File: config.mk
export PLATFORM = sky130hd
export DESIGN_NAME = manual_override_panel
export DESIGN_NICKNAME = d
export VERILOG_FILES = /design/src/rtl/manual_override_panel.sv
export SDC_FILE = /design/constraint.sdc
export NUM_CORES = 1
export LEC_CHECK = 0
export ABC_CLOCK_PERIOD_IN_PS = 4100
export BUFFER_PORTS_ARGS = -buffer_cell sky130_fd_sc_hd__buf_2
export CELL_PAD_IN_SITES_DETAIL_PLACEMENT = 0
export CELL_PAD_IN_SITES_GLOBAL_PLACEMENT = 2
export CORE_UTILIZATION = 41
export CTS_CLUSTER_DIAMETER = 120
export DETAILED_ROUTE_END_ITERATION = 10
export GPL_TIMING_DRIVEN = 0
export HOLD_SLACK_MARGIN = 0.06
export PLACE_DENSITY_LB_ADDON = 0.1
export REMOVE_ABC_BUFFERS = 1
export SYNTH_ARGS = -nofsm -noshare
export SYNTH_HDL_FRONTEND = slang
export SYNTH_SLANG_ARGS = --single-unit
File: constraint.sdc
create_clock -name clk -period 4.1 [get_ports clk]
set_clock_uncertainty 0.1 [all_clocks]
set_input_delay 0.205 -clock clk [delete_from_list [all_inputs] [get_ports clk]]
set_output_delay 0.205 -clock clk [all_outputs]
set_load 0.01 [all_outputs]
File: src/rtl/manual_override_panel.sv
// Front-panel command source for the traffic light controller's manual interface.
// Debounces three buttons, runs the AUTO/MANUAL mode FSM and an idle auto-return timer.
module manual_override_panel #(
    parameter int DEBOUNCE_CYCLES = 1_000_000,
    parameter int TICK_CYCLES     = 100_000_000,
    parameter int TIMEOUT_S       = 30
) (
    input  logic       clk,
    input  logic       reset,
    input  logic       btn_mode,
    input  logic       btn_next,
    input  logic       btn_red,
    output logic       manual_override,
    output logic [1:0] manual_state,
    output logic [7:0] idle_secs_left
);

    localparam int DB_W = (DEBOUNCE_CYCLES > 1) ? $clog2(DEBOUNCE_CYCLES) : 1;
    localparam int TK_W = (TICK_CYCLES > 1) ? $clog2(TICK_CYCLES) : 1;
    localparam logic [DB_W-1:0] DB_LAST = DB_W'(DEBOUNCE_CYCLES - 1);
    localparam logic [TK_W-1:0] TK_LAST = TK_W'(TICK_CYCLES - 1);
    localparam logic [7:0] TIMEOUT_RELOAD = 8'(TIMEOUT_S);
    localparam bit TIMER_EN = (TIMEOUT_S != 0);

    localparam int BTN_MODE = 0;
    localparam int BTN_NEXT = 1;
    localparam int BTN_RED  = 2;

    localparam logic [0:0] MODE_AUTO   = 1'b0;
    localparam logic [0:0] MODE_MANUAL = 1'b1;

    localparam logic [1:0] LIGHT_RED    = 2'b00;
    localparam logic [1:0] LIGHT_YELLOW = 2'b01;
    localparam logic [1:0] LIGHT_GREEN  = 2'b10;

    logic [2:0]      btn_raw;
    logic [2:0]      sync1_q;
    logic [2:0]      sync2_q;
    logic [2:0]      deb_q;
    logic [2:0]      deb_d;
    logic [2:0]      deb_prev_q;
    logic [2:0]      press;
    logic [DB_W-1:0] db_cnt_q [3];
    logic [DB_W-1:0] db_cnt_d [3];

    logic [0:0]      mode_q;
    logic [0:0]      mode_d;
    logic [1:0]      light_q;
    logic [1:0]      light_d;
    logic [7:0]      idle_q;
    logic [7:0]      idle_d;
    logic [TK_W-1:0] presc_q;
    logic [TK_W-1:0] presc_d;
    logic            tick;

    assign btn_raw = {btn_red, btn_next, btn_mode};

    // A level is accepted only after disagreeing with the current debounced
    // level for DEBOUNCE_CYCLES consecutive cycles; one agreeing cycle restarts the count.
    always_comb begin
        for (int i = 0; i < 3; i++) begin
            deb_d[i]    = deb_q[i];
            db_cnt_d[i] = '0;
            if (sync2_q[i] != deb_q[i]) begin
                if (db_cnt_q[i] == DB_LAST) begin
                    deb_d[i] = sync2_q[i];
                end else begin
                    db_cnt_d[i] = db_cnt_q[i] + 1'b1;
                end
            end
        end
    end

    always_ff @(posedge clk or posedge reset) begin
        if (reset) begin
            sync1_q    <= '0;
            sync2_q    <= '0;
            deb_q      <= '0;
            deb_prev_q <= '0;
            for (int i = 0; i < 3; i++) begin
                db_cnt_q[i] <= '0;
            end
        end else begin
            sync1_q    <= btn_raw;
            sync2_q    <= sync1_q;
            deb_q      <= deb_d;
            deb_prev_q <= deb_q;
            for (int i = 0; i < 3; i++) begin
                db_cnt_q[i] <= db_cnt_d[i];
            end
        end
    end

    // One-cycle pulse on a debounced press; releases produce nothing.
    assign press = deb_q & ~deb_prev_q;

    assign tick = (presc_q == TK_LAST);

    function automatic logic [1:0] next_light(input logic [1:0] cur);
        case (cur)
            LIGHT_RED:    next_light = LIGHT_GREEN;
            LIGHT_GREEN:  next_light = LIGHT_YELLOW;
            LIGHT_YELLOW: next_light = LIGHT_RED;
            default:      next_light = LIGHT_RED;
        endcase
    endfunction

    always_comb begin
        mode_d  = mode_q;
        light_d = light_q;
        idle_d  = idle_q;
        presc_d = presc_q;
        case (mode_q)
            MODE_AUTO: begin
                presc_d = '0;
                idle_d  = 8'd0;
                light_d = LIGHT_RED;
                if (press[BTN_RED] || press[BTN_MODE]) begin
                    mode_d = MODE_MANUAL;
                    idle_d = TIMER_EN ? TIMEOUT_RELOAD : 8'd0;
                end
            end
            MODE_MANUAL: begin
                // Priority red > mode > next; a press on the tick cycle beats the timeout.
                if (press[BTN_RED]) begin
                    light_d = LIGHT_RED;
                    idle_d  = TIMER_EN ? TIMEOUT_RELOAD : 8'd0;
                    presc_d = '0;
                end else if (press[BTN_MODE]) begin
                    mode_d  = MODE_AUTO;
                    light_d = LIGHT_RED;
                    idle_d  = 8'd0;
                    presc_d = '0;
                end else if (press[BTN_NEXT]) begin
                    light_d = next_light(light_q);
                    idle_d  = TIMER_EN ? TIMEOUT_RELOAD : 8'd0;
                    presc_d = '0;
                end else if (TIMER_EN) begin
                    if (tick) begin
                        presc_d = '0;
                        if (idle_q != 8'd0) begin
                            idle_d = idle_q - 8'd1;
                        end
                        if (idle_q == 8'd1) begin
                            mode_d  = MODE_AUTO;
                            light_d = LIGHT_RED;
                        end
                    end else begin
                        presc_d = presc_q + 1'b1;
                    end
                end
            end
            default: begin
                mode_d  = MODE_AUTO;
                light_d = LIGHT_RED;
                idle_d  = 8'd0;
                presc_d = '0;
            end
        endcase
    end

    always_ff @(posedge clk or posedge reset) begin
        if (reset) begin
            mode_q  <= MODE_AUTO;
            light_q <= LIGHT_RED;
            idle_q  <= 8'd0;
            presc_q <= '0;
        end else begin
            mode_q  <= mode_d;
            light_q <= light_d;
            idle_q  <= idle_d;
            presc_q <= presc_d;
        end
    end

    assign manual_override = (mode_q == MODE_MANUAL);
    assign manual_state    = light_q;
    assign idle_secs_left  = idle_q;

endmodule

# Word level (Yosys, flattened, before mapping)
# Index checks and enable logic that the tools add are counted.
[word_totals]
reg_bits = 110
in_bits = 5
[classes]
n_reduce_logical = 8
n_eq_ne = 12
bitwise_logic = 3
n_addsub = 5
mux = 32
[ops]
columns = ["operator", "n"]
rows = [
  ["$mux W20", 6],
  ["$mux W27", 4],
  ["$add A20 B1 Y20 const B", 3],
  ["$eq A20 B20 Y1 const B", 3],
  ["$pmux W27 S2", 1],
  ["$mux W8", 5],
  ["$add A27 B1 Y27 const B", 1],
  ["$eq A27 B27 Y1 const B", 1],
  ["$pmux W8 S2", 1],
  ["$ne A5 B4 Y1 const B", 3],
  ["$mux W2", 5],
  ["$reduce_and A2 Y1", 5],
  ["$eq A8 B1 Y1 const B", 1],
  ["$pmux W2 S2", 2],
  ["$reduce_bool A8 Y1", 1],
  ["$sub A8 B1 Y8 const B", 1],
  ["$mux W1", 6],
  ["$mux W5", 1],
  ["$and A3 B3 Y3", 1],
  ["$ne A1 B1 Y1", 3],
  ["$not A3 Y3", 1],
  ["$eq A2 B2 Y1 const B", 1],
  ["$logic_not A2 Y1", 1],
  ["$pmux W1 S2", 1],
  ["2 further kinds", 2],
]

# Longest topological paths before layout
# Gate-level depths: netlist of the first run.
[logic_depth]
ltp_word = 7
ltp_mapped = 8
depth_no_buf = 7

# Least setup slack after synthesis of the first run
# No wires, ideal clock.
[synth_timing]
kind = "reg-to-reg"
start = "reg presc_q[17]"
end = "reg light_q[0] (netlist: manual_state[0])"
t_arrival_ns = 2.063
setup_time_ns = 0.121
required_time_ns = 3.879
n_path_buf = 0
stages_incl_launch_ff = 6
period_less_slack_ns = 2.285
setup_slack_ns = 1.815
path_cell_list = "dfrtp_1 -> or4b_4 -> nor4_4 -> nand2_2 -> or4_4 -> a32o_2"
[synth_via]
elab_chain_len = 3
[synth_rtl]
columns = ["item", "line_no", "text"]
rows = [
  ["from (decl)", "52", "logic [TK_W-1:0] presc_q;"],
  ["from (signal assigned)", "172", "presc_q <= presc_d;"],
  ["$eq A27 B27 Y1", "97", "assign tick = (presc_q == TK_LAST);"],
  ["$ne A5 B4 Y1 (no line)", "n/a", ""],
  ["$reduce_and A2 Y1 (no line)", "n/a", ""],
  ["to (signal assigned)", "170", "light_q <= light_d;"],
  ["to (decl)", "48", "logic [1:0] light_q;"],
]
# Every way passes these cells.
# A chain may end at the register's enable or synchronous reset.

# Worst setup path in the final report of the first run
[layout_timing]
start = "reg presc_q[0]"
end = "reg presc_q[26]"
[layout_via]
elab_chain_len = 6
word_cells_on_any_way = 7
classes_between = "1 x add/sub; 1 x eq/ne; 5 x mux"
[layout_rtl]
columns = ["item", "line_no", "text"]
rows = [
  ["$add A27 B1 Y27 or $eq A27 B27 Y1 (tied branches)", "149, 97", ""],
  ["$mux W27 *", "139", "if (tick) begin"],
  ["$mux W27 *", "134", "end else if (press[BTN_NEXT]) begin"],
  ["$mux W27 *", "129", "end else if (press[BTN_MODE]) begin"],
  ["$mux W27 *", "125", "if (press[BTN_RED]) begin"],
  ["$pmux W27 S2 *", "113", "case (mode_q)"],
  ["named net presc_d[26]", "53", "logic [TK_W-1:0] presc_d;"],
]
# Mark *: on every way through the listed nets, which the timed path passes. The rest lies on a longest branch.

==> results of run 1 <==
==> layer usage <==
layer | wire (um) | track usage [%] | vias to the layer above | part of all wire, %
li1 | - | - | 1826 | -
met1 | 4750 | 21.8 | 1747 | 48
met2 | 4740 | 28.1 | 27 | 48
met3 | 332 | 5.43 | 5 | 3.3
met4 | 95 | 4.42 | 0 | 0.96
met5 | 0 | 0 | - | 0
==> sequential cells by signal, summed over array words and instances (netlist names) <==
register and count:
manual_override 1, manual_state 2, db_cnt_q 60, presc_q 27
sync2_q 3, deb_prev_q 3, deb_q 3, idle_secs_left 8
sync1_q 3
==> cell type report <==
cell class,count,area [sq um]
sequential,110,2750
clock buffer,13,250
clock inverter,3,67.6
inverter,12,47.5
timing repair buffer,20,143
fill,1175,6340
multi-input combinational,390,2400
tap,168,210
==> power breakdown <==
group | internal [mW] | switching, mW
clock network | 0.553 | 0.377
logic | 0.0160 | 0.0384
registers | 1.09 | 0.00952
total | 1.66 | 0.425
==> per-stage QoR <==
step	hold WS [ps]	setup slack [ps]	area (sq um)	power, mW
after global routing	279	1270	5870	2.17
after floorplan	136	893	5200	1.16
final	253	1570	5870	2.09
after detailed placement	196	1600	5520	1.18
after global placement	213	-495	5490	1.18
after CTS	255	1540	5870	2.13
==> critical path: stages (launching register included) <==
cell	delay, ps
dfrtp_1	380
ha_1	190
nand3_1	260
nor3_1	1000
nand3_1	200
xor2_1	200
nor2_1	50
==> layout by cell type (no fill, tap or decap), types with 5 or more instances in the layout <==
cell type	netlist	final
nor4_1	7	7
nor2_1	105	105
and3_1	14	14
nand2_1	33	33
xor2_1	50	50
dfrtp_1	110	110
nand3_1	36	36
ha_1	6	6
buf_2	2	15
clkbuf_16	0	9
nor3_1	18	18
and4_1	10	10
a21oi_1	5	5
xnor2_1	34	34
inv_1	12	11
nand4_1	22	22
==> repair_timing <==
action                                 in CTS  in global routing
hold buffers                                4                  0
endpoints found under the hold margin      43                  0
setup buffers                               0                  0
==> logic make-up after synthesis <==
family | Yosys count | share of synthesized area, %
AOI/OAI and AO/OA | 17 | 2.22
xor gates and xnor gates | 84 | 14.0
adders and majority gates | 6 | 1.43
buffers and inverters | 22 | 1.62
DFF | 110 | 52.5
muxes | 6 | 1.22
and+or+nand+nor | 277 | 26.9
==> worst paths after layout <==
check                                      from                     end  slack [ps]  depth (start not counted)
setup reg to reg           presc_q[0]$_DFF_PP0_   presc_q[26]$_DFF_PP0_        1570                          6
hold reg to reg            sync1_q[1]$_DFF_PP0_    sync2_q[1]$_DFF_PP0_         250                          0
min in group asynchronous                 reset  db_cnt_q[38]$_DFF_PP0_         360                          3
hold / removal             sync1_q[1]$_DFF_PP0_    sync2_q[1]$_DFF_PP0_         250                          0
max in group asynchronous                 reset    presc_q[8]$_DFF_PP0_        2810                          4
setup / recovery           presc_q[0]$_DFF_PP0_   presc_q[26]$_DFF_PP0_        1570                          6
==> results.yml, run 1 <==
setup_path:
  crit_arrival_ps: 2640
  start_kind: "flip-flop"
  critical_path_class: "flip-flop to flip-flop"
  end_kind: "flip-flop"
  critPathRequiredTime_ps: 4210
  crit_fanout: 9
cts:
  cts-buffers-inserted: 9
  cts_root_buffer: "clkbuf_16"
  cts_max_level: 3
  cts_buffer_depth: 2
  cts_tree: "built"
  clkSinkCount: 110
  clk_pin_slew_ps: 70
  post_cts_resized: 0
  clk-insertion-delay-late_ps: 350
cells_and_area:
  drive_gt1_share_pct: 8.21
  antenna_cells: 0
  area_delta_synth_final_pct: 12.1
  final_cells: 716
  nets: 554
  fin_util_pct: 48.1
logic_synthesis:
  yosysSeqAreaShare_pct: 52.5
  synth_top_area_share_pct: 52.5
  yosysMostFrequentCell: "dfrtp_1"
  ys_dominant_reg_cell: "dfrtp_1"
  synth_cell_types: 45
  ys_ff_latch: 110
  async_flop_share_pct: 100
  avgSynthCellArea_sq_um: 10.0
  syn_area_sq_um: 5240
  synth_edf_count: 0
  synth_commonest_cells: "110 x dfrtp_1, 105 x nor2_1, 50 x xor2_1, 36 x nand3_1, 34 x xnor2_1"
  synth.area.top_cells: "dfrtp_1 53%, xor2_1 8.4%, nor2_1 7.5%"
  synth_cells: 522
  ys_warn_count: 0
  yosysTopAreaCell: "dfrtp_1"
floorplan:
  start_util_pct: 42.9
  core_area_sq_um: 12200
  core.rowCount: 40
  dieArea_sq_um: 13200
  die_w_um: 115
  die_h_um: 115
  boundaryPins: 16
sta:
  rsz0062_at_grt: "no"
  tightest_slew_ps: 1220
  fin_crit_sh_pct: 61.7
  fin_crit_ps: 2530
  hold_violations: 0
  tns_ps: 0
  drv_slew: 0
  max_freq_mhz: 395
  setup_viol: 0
  maxSlewHeadroom_pct: 18.2
global_route:
  grt_pass1_vias: 3690
  grt_pass1_wl_um: 17600
  grt_max_degree: 71
  grt_overflow: 0
  gr-usage-all-layers_pct: 17.1
  antenna_found_initial: 0
placement:
  gp_congestion: 0.722
  port_buffers: 15
  hpwl_um: 6680
  dpl.cell_count: 696
power_and_ir_drop:
  p_leak_nw: 2.54
  powerDensity_nw_per_um2: 356
  ir_drop_uv: 270
routing:
  first_pass_iters: 5
  vias: 3605
  wire_per_inst_um: 13.9
  drcViolationCount: 0
  drtAntennaViolNets: 0
  drtIter0Drc: 153
  routed_wl_um: 9920
  avgViaCountPerCell: 5.03
run:
  maxCapViolations: 0
outcome:
  outcome: "complete, no violations"
worst_hold_path:
  hold_path.class: "flip-flop to flip-flop"
Note: power is estimated with default switching activity, not from simulation.
==> run 2: changes to the inputs <==
- ABC_CLOCK_PERIOD_IN_PS: 4100 -> 2400
- clock period: 4.1 -> 2.4 ns (I/O delays scaled with it)
==> run 2 against run 1 <==
Effect of this change:
- global-route usage barely moved
- sequential share of layout area down 0.59 points
- largest power group unchanged
- cell count is 0.84% higher
==> results.yml, run 2 (synthesis results as in run 1) <==
outcome:
  outcome: "complete, no violations"
cts:
  clk_pin_slew_ps: 70
  cts_buffer_depth: 2
  cts_root_buffer: "clkbuf_16"
  cts-buffers-inserted: 9
  clk-insertion-delay-late_ps: 350
  clkSinkCount: 110
  cts_tree: "built"
  cts_max_level: 3
cells_and_area:
  fin_util_pct: 48.7
  drive_gt1_share_pct: 10.1
  largest_reg_flops: 60
  register_area_sq_um: 2750
  antenna_cells: 0
  area_delta_synth_final_pct: 13.5
  fin_area_sq_um: 5950
  nets: 560
  final_cells: 722
  multi_input_area_sq_um: 2430
  top_register: "db_cnt_q"
  fillCellCount: 1172
  final_cell_mix: "110 x dfrtp_1, 105 x nor2_1, 50 x xor2_1"
  layout_commonest_cell: "dfrtp_1"
routing:
  drtAntennaViolNets: 0
  avgViaCountPerCell: 5.06
  first_pass_iters: 4
  routed_wl_um: 10000
  drtIter0Drc: 151
  vias: 3651
  drcViolationCount: 0
  wire_per_inst_um: 13.8
placement:
  hpwl_um: 6680
  gp_congestion: 0.722
  dpl.cell_count: 696
  port_buffers: 15
  place_area_sq_um: 5520
setup_path:
  crit_fanout: 3
  end_kind: "flip-flop"
  rrSetupSlack_ps: 80
  slowest_delay_ps: 550
  critical_path_class: "flip-flop to flip-flop"
  worstPathCellList: "or4b_4 -> nor4_4 -> nand2_2 -> or4_4 -> a32o_2"
  crit_arrival_ps: 2460
  ff2ff_path_depth: 5
  start_kind: "flip-flop"
  regToRegEndpoint: "manual_state[0]$_DFFE_PP0P_"
  critPathRequiredTime_ps: 2540
  cp_slowest_cell: "or4b_4"
  reg2reg_from: "presc_q[17]$_DFF_PP0_"
power_and_ir_drop:
  p_leak_nw: 2.58
  p_switching_mw: 0.728
  p_int_mw: 2.84
  p_clk_share_pct: 44.5
  fin_total_pwr_mw: 3.57
  powerDensity_nw_per_um2: 600
  ir_drop_uv: 461
  p_seq_share_pct: 52.8
  p_comb_share_pct: 2.6
  swShare_pct: 20.4
worst_hold_path:
  whs_endpoint: "sync2_q[1]$_DFF_PP0_"
  hold_start: "sync1_q[1]$_DFF_PP0_"
  hold_depth: 0
  hold_path.class: "flip-flop to flip-flop"
global_route:
  grt_overflow: 0
  gr-usage-all-layers_pct: 17.1
  grt_pass1_wl_um: 17600
  antenna_found_initial: 0
  grt_pass1_vias: 3694
  grt_max_degree: 71
sta:
  tns_ps: 0
  maxSlewHeadroom_pct: 49.7
  fin_crit_ps: 2320
  tightest_slew_ps: 749
  rsz0062_at_grt: "yes"
  drv_slew: 0
  setup_viol: 0
  max_freq_mhz: 430
  hold_violations: 0
  fin_crit_sh_pct: 96.9
floorplan:
  dieArea_sq_um: 13200
  core_area_sq_um: 12200
  start_util_pct: 42.9
  die_h_um: 115
  die_w_um: 115
  core.rowCount: 40
  boundaryPins: 16
run:
  maxCapViolations: 0
run 2: worst max-delay path, delay by kind of cell, from the launching register on:
kind | cells | cell delay (ps)
AND/OR/NAND/NOR | 4 | 1450
flip-flops | 1 | 390
AO/OA/AOI/OAI | 1 | 270
run 2: cell type report:
class	instances	share of cell area (%)
repair buffers	26	3.16
flip-flops and latches	110	46.3
clock inverters	3	1.14
well taps	168	3.53
multi-input cells	390	40.9
clock buffers	13	4.21
inverters	12	0.799
run 2: worst max path at each step:
stage | startpoint | endpoint
final | presc_q[17]$_DFF_PP0_ | manual_state[0]$_DFFE_PP0P_
after global routing | idle_secs_left[0]$_DFFE_PP0P_ | idle_secs_left[4]$_DFFE_PP0P_
after CTS | presc_q[5]$_DFF_PP0_ | presc_q[25]$_DFF_PP0_
after detailed placement | presc_q[0]$_DFF_PP0_ | presc_q[12]$_DFF_PP0_
after global placement | reset | db_cnt_q[13]$_DFF_PP0_
after floorplan | reset | db_cnt_q[0]$_DFF_PP0_
run 2: timing repair:
action	CTS	global route
buffers inserted	0	6
pin swaps	2	4
hold endpoints to repair	43	0
setup endpoints to repair	9	32
resized for setup	2	4
hold buffers	4	0
gates cloned	0	0
run 2: metrics by stage:
stage / setup slack [ps] / hold WS (ps)
CTS: 21.3 / 255
detailed placement: -96.4 / 111
finish: 75.5 / 253
global route: -0.861 / 279
floorplan: -722 / 51.4
global placement: -2110 / 128
run 2: layer usage:
metal  vias up  part of all wire, %  global-route usage, %
li1       1837                    -                      -
met1      1786                   48                   21.9
met2        23                   48                   28.1
met3         5                  3.1                   5.43
met4         0                 0.95                   4.42
met5         -                    0                      0
run 2: power groups by stage:
| stage | logic [mW] | clock network (mW) | registers (mW) |
|---|---|---|---|
| 3_5_place_dp | 0.0930 | 0 | 1.92 |
| 2_1_floorplan | 0.0623 | 0 | 1.92 |
| 4_1_cts | 0.0984 | 1.65 | 1.89 |
| 5_1_grt | 0.110 | 1.71 | 1.89 |
| 3_3_place_gp | 0.0857 | 0 | 1.92 |
| 6_report | 0.0936 | 1.59 | 1.89 |
